### config.mk
export PLATFORM = sky130hd
export DESIGN_NAME = button_events
export DESIGN_NICKNAME = d
export VERILOG_FILES = /design/src/rtl/input_pkg.sv /design/src/rtl/button_channel.sv /design/src/rtl/button_events.sv
export SDC_FILE = /design/constraint.sdc
export NUM_CORES = 1
export LEC_CHECK = 0
export ABC_AREA = 1
export ABC_CLOCK_PERIOD_IN_PS = 1750
export CELL_PAD_IN_SITES_DETAIL_PLACEMENT = 0
export CELL_PAD_IN_SITES_GLOBAL_PLACEMENT = 2
export CORE_AREA = 4 4 120 236
export DETAILED_ROUTE_END_ITERATION = 7
export DIE_AREA = 0 0 124 240
export HOLD_SLACK_MARGIN = 0.15
export PLACE_DENSITY_LB_ADDON = 0.08
export SLEW_MARGIN = 5
export SYNTH_ARGS = -nofsm -noshare
export SYNTH_HDL_FRONTEND = slang
export SYNTH_SLANG_ARGS = --single-unit
### constraint.sdc
create_clock -name clock -period 1.75 [get_ports clock]
set_clock_uncertainty 0.15 [all_clocks]
set_input_delay 0.35 -clock clock [delete_from_list [all_inputs] [get_ports clock]]
set_output_delay 0.35 -clock clock [all_outputs]
set_load 0.05 [all_outputs]
### src/rtl/input_pkg.sv
// Shared types and sizing helpers for the button event path.
package input_pkg;

    typedef enum logic [1:0] {
        IDLE,
        PRESSED,
        REPEAT
    } btn_state_t;

    // Tick counter must hold the larger of the two reload values.
    function automatic int cnt_width(input int hold_delay, input int repeat_period);
        int max_load;
        max_load = (hold_delay > repeat_period) ? hold_delay : repeat_period;
        return $clog2(max_load + 1);
    endfunction

    // A divide-by-one prescaler still needs a one-bit register.
    function automatic int div_width(input int tick_div);
        return (tick_div > 1) ? $clog2(tick_div) : 1;
    endfunction

endpackage

### src/rtl/button_channel.sv
// One button: two-flop synchroniser, press/hold/repeat FSM and its tick counter.
//   state   | meaning
//   IDLE    | button released, no events pending
//   PRESSED | held, counting ticks towards the first repeat
//   REPEAT  | held, emitting a repeat every RepeatPeriod ticks
module button_channel
    import input_pkg::*;
#(
    parameter int HoldDelay    = 500,
    parameter int RepeatPeriod = 100
) (
    input  logic clock,
    input  logic reset,
    input  logic btn_in,
    input  logic tick,
    output logic held,
    output logic pressed,
    output logic released,
    output logic repeated
);

    localparam int CntW = cnt_width(HoldDelay, RepeatPeriod);
    localparam logic [CntW-1:0] HoldLoad = CntW'(HoldDelay);
    localparam logic [CntW-1:0] RepLoad  = CntW'(RepeatPeriod);
    localparam logic [CntW-1:0] CntOne   = CntW'(1);

    logic            s1_q, s2_q;
    btn_state_t      state_q, state_d;
    logic [CntW-1:0] cnt_q, cnt_d;
    logic            held_q, held_d;
    logic            pressed_q, pressed_d;
    logic            released_q, released_d;
    logic            repeated_q, repeated_d;

    always_ff @(posedge clock) begin
        if (reset) begin
            s1_q       <= 1'b0;
            s2_q       <= 1'b0;
            state_q    <= IDLE;
            cnt_q      <= '0;
            held_q     <= 1'b0;
            pressed_q  <= 1'b0;
            released_q <= 1'b0;
            repeated_q <= 1'b0;
        end else begin
            s1_q       <= btn_in;
            s2_q       <= s1_q;
            state_q    <= state_d;
            cnt_q      <= cnt_d;
            held_q     <= held_d;
            pressed_q  <= pressed_d;
            released_q <= released_d;
            repeated_q <= repeated_d;
        end
    end

    always_comb begin
        state_d    = state_q;
        cnt_d      = cnt_q;
        pressed_d  = 1'b0;
        released_d = 1'b0;
        repeated_d = 1'b0;
        case (state_q)
            IDLE: begin
                if (s2_q) begin
                    state_d   = PRESSED;
                    cnt_d     = HoldLoad;
                    pressed_d = 1'b1;
                end
            end
            PRESSED, REPEAT: begin
                // Release wins over a coincident tick, so no repeat in that cycle.
                if (!s2_q) begin
                    state_d    = IDLE;
                    released_d = 1'b1;
                end else if (tick) begin
                    if (cnt_q == CntOne) begin
                        state_d    = REPEAT;
                        cnt_d      = RepLoad;
                        repeated_d = 1'b1;
                    end else begin
                        cnt_d = cnt_q - CntOne;
                    end
                end
            end
            default: state_d = IDLE;
        endcase
        held_d = (state_d != IDLE);
    end

    assign held     = held_q;
    assign pressed  = pressed_q;
    assign released = released_q;
    assign repeated = repeated_q;

endmodule

### src/rtl/button_events.sv
// Per-button press/release/repeat event generator with a shared free-running tick prescaler.
module button_events
    import input_pkg::*;
#(
    parameter int Width        = 8,
    parameter int TickDiv      = 1000,
    parameter int HoldDelay    = 500,
    parameter int RepeatPeriod = 100
) (
    input  logic             clock,
    input  logic             reset,
    input  logic [Width-1:0] btn_in,
    output logic [Width-1:0] held,
    output logic [Width-1:0] pressed,
    output logic [Width-1:0] released,
    output logic [Width-1:0] repeated
);

    localparam int DivW = div_width(TickDiv);
    localparam logic [DivW-1:0] DivLoad = DivW'(TickDiv - 1);

    logic [DivW-1:0] div_q, div_d;
    logic            tick;

    assign tick  = (div_q == '0);
    assign div_d = tick ? DivLoad : div_q - DivW'(1);

    always_ff @(posedge clock) begin
        if (reset) begin
            div_q <= DivLoad;
        end else begin
            div_q <= div_d;
        end
    end

    for (genvar g = 0; g < Width; g++) begin : g_chan
        button_channel #(
            .HoldDelay   (HoldDelay),
            .RepeatPeriod(RepeatPeriod)
        ) u_chan (
            .clock   (clock),
            .reset   (reset),
            .btn_in  (btn_in[g]),
            .tick    (tick),
            .held    (held[g]),
            .pressed (pressed[g]),
            .released(released[g]),
            .repeated(repeated[g])
        );
    end

endmodule
==> results.cfg <==
[run_status]
outcome = finished, violations left
failing_checks = negative setup slack

[timing]
finalCritPeriodShare_pct = 102
timing.final.crit_period_ns = 1.78
hold_viol = 0
final_critical_path_setup_slack_ns = -0.0271
max_freq_mhz = 563
rsz0062_at_grt = yes
worst_slew_pin_slew_ns = 0.343
timing.max_slew.rel_slack_pct = 77.0
setup_violations = 4
final_number_of_max_transition_violations = 0

[synthesis]
library_cells_used_by_synthesis = 27
synth-edff-count = 0
synth_largest_area_cell = dfxtp_1
synth.net_count = 1229
ys_dominant_reg_cell = dfxtp_1
area_fraction_of_the_dominant_cell_type_after_synthesis_pct = 37.3
synth_area_sq_um = 7840
async_reset_ff_share_pct = 0
syn-instance-count = 1186
synth_warnings = 0
synth.cells.most_frequent = 273 x nand2_1, 193 x inv_1, 175 x nor2_1
synth_seq_area_share_pct = 37.3
post_synth_main_area_contributors = dfxtp_1 37%, nand2_1 13%, inv_1 9.2%
yosysMostFrequentCell = nand2_1
syn_avg_cell_area_sq_um = 6.61
ys_ff_latch = 146

[setup_path]
cp_data_required_time_ns = 1.98
reg2reg_from = div_q[0]
worst_setup_path_end_kind = register
setup.worst_path.start_class = register
worstPathArrival_ns = 2.00
r2r_end = g_chan[4].u_chan.cnt_q[5]
path_class = register to register
rr_worst_depth = 11
timing.reg2reg.setup_slack_ns = -0.03
critPathMaxFanout = 5

[placement]
placement.io_buffers = 41
place_congestion = 0.775
placed_inst_area_sq_um = 9200
hpwlAfterDp_mm = 17.0
dpl.cell_count = 1637

[final_layout]
antenna_cells = 0
final_area_sq_um = 10400
areaGrowthSynthToFinish_pct = 32.1
final-instance-count-excl-fill = 1688
footprint_of_the_multi_input_gates_sq_um = 4260
total_of_fill_cells_in_the_finished_design = 2877
area.sequential_sq_um = 2930
share_of_final_layout_standard_cells_stronger_than_drive_strength_1_pct = 23.1
finalNetCount = 1374

[cts]
clk_transition_reported_paths_ns = 0.06
cts_max_path_buffers = 2
cts_made_buffers = 17
cts.htree.levels = 4
clock_insertion_delay_worst_skew_ns = 0.44
ctsRootBufferMaster = clkbuf_16
clock_tree_from_tritoncts = yes
cts.sink_count = 146

[power]
ir_drop_mv = 0.689
cellLeakagePower_nw = 5.08
pwr_density_cell_nw_per_um2 = 798

[grt]
grt_total_ovfl = 0
grt.total_usage_pct = 16.0
vias_in_the_first_global_route = 7495
grt_antenna_before_repair = 0
grt_start_max_net_pins = 25
grt_first_pass_wirelength_mm = 36.9

[drt]
drt-total-wl_mm = 22.4
post-route-drc-count = 0
final_antenna_net_count = 0
dr_total_vias = 7499
number_of_detailed_routing_iterations_run_before_antenna_repair = 4
avgRoutedWirePerCell_microns = 13.3
routed_via_density = 4.44
drt_iter0_markers = 271

[floorplanning]
design.core.area_sq_um = 26400
die_width_microns = 124
placementRows = 84
die_boundary_height_microns = 240
top_level_port_count = 42
die-area_sq_um = 29800
floorplan.initialDensity_pct = 29.7

[run]
cap_viol_max_count = 0

[min_path]
holdCritStartpoint = g_chan[1].u_chan.s1_q
holdPathStages = 2
hold_class = register to register
min_to = g_chan[1].u_chan.s2_q
-- state kept, by name, indices dropped and copies added, names as in the netlist --
register / count
div_q: 10
g_chan.u_chan.repeated: 8
g_chan.u_chan.held: 8
g_chan.u_chan.pressed: 8
g_chan.u_chan.cnt_q: 72
g_chan.u_chan.released: 8
g_chan.u_chan.state_q: 16
g_chan.u_chan.s2_q: 8
g_chan.u_chan.s1_q: 8
-- cells in the final DEF, fill, tap and decap left out, types with 30 or more instances in the layout --
cell type | netlist | layout
a21oi_1 | 63 | 53
dfxtp_1 | 146 | 143
nand2_1 | 273 | 232
buf_4 | 32 | 140
inv_1 | 193 | 178
nor2_1 | 175 | 171
o21ai_0 | 70 | 58
nand3_1 | 98 | 94
ha_1 | 33 | 31
nand2_2 | 7 | 36
nand4_1 | 30 | 30
-- power breakdown --
part	internal (mW)	total (mW)	switching [mW]
sequential	3.45	3.55	0.0957
combinational	0.481	1.21	0.726
clock	1.99	3.51	1.52
-- worst max-delay path by stage --
stage,from,to,slack (ns),cells after the start
2_1_floorplan,div_q[0],g_chan[6].u_chan.cnt_q[6],0.04,9
3_3_place_gp,div_q[0],g_chan[1].u_chan.held,-0.23,10
3_5_place_dp,div_q[0],g_chan[4].u_chan.cnt_q[4],-0.24,11
4_1_cts,g_chan[6].u_chan.state_q[0],g_chan[6].u_chan.cnt_q[6],-0.05,9
5_1_grt,div_q[0],g_chan[7].u_chan.cnt_q[3],-0.12,9
6_report,div_q[0],g_chan[4].u_chan.cnt_q[5],-0.03,11
-- routing by layer --
layer	routed length [microns]	up-vias	track usage, %
li1	-	3999	-
met1	8400	3395	15.7
met2	13000	78	32.0
met3	557	27	3.11
met4	459	0	5.68
met5	0	-	0
-- critical path, stage by stage, from the launching register on --
cell	delay, ns
dfxtp_2	0.32
inv_2	0.08
ha_4	0.17
nand2_4	0.06
nor2_4	0.11
nand3_4	0.12
buf_12	0.17
buf_6	0.11
a21oi_4	0.10
buf_6	0.14
nand2_2	0.05
a21oi_2	0.12
-- what timing repair did --
item | in CTS | in global routing
cloned | 1 | 1
pin swaps | 10 | 29
gates resized for setup | 32 | 113
hold buffers | 1 | 0
endpoints found under the setup margin | 106 | 101
endpoints found under the hold margin | 5 | 0
setup buffers | 8 | 9
-- per-stage QoR --
stage / setup WS, ns / power [mW] / setup TNS [ns] / util [%] / hold slack [ns]
after CTS: -0.0482 / 8.37 / -0.159 / 37.7 / 0.249
after global placement: -0.233 / 4.78 / -10.49 / 34.9 / 0.228
after floorplan: 0.0382 / 4.35 / 0 / - / 0.216
final: -0.0271 / 8.26 / -0.0559 / 39.3 / 0.251
after global routing: -0.123 / 8.72 / -4.64 / 39.3 / 0.269
after detailed placement: -0.242 / 4.77 / -12.26 / 34.9 / 0.232
-- logic make-up (layout without fill, tap and decap cells) --
group	count (synthesis)	in the layout	synth area share (%)
compound gates	140	140	9.11
flops	146	146	37.3
simple gates	619	621	34.5
xor+xnor	7	7	0.782
buf+inv	241	397	13.1
fa+ha+maj	33	33	5.27
-- cell type report --
cell class / instances / area share (%)
clock buffers: 20 / 4.31
clock inverters: 12 / 1.06
inverters: 193 / 7.04
multi-input cells: 801 / 41.1
flip-flops and latches: 146 / 28.3
well taps: 344 / 4.16
repair buffers: 172 / 14.0
Power figures use the tool's default switching activity.
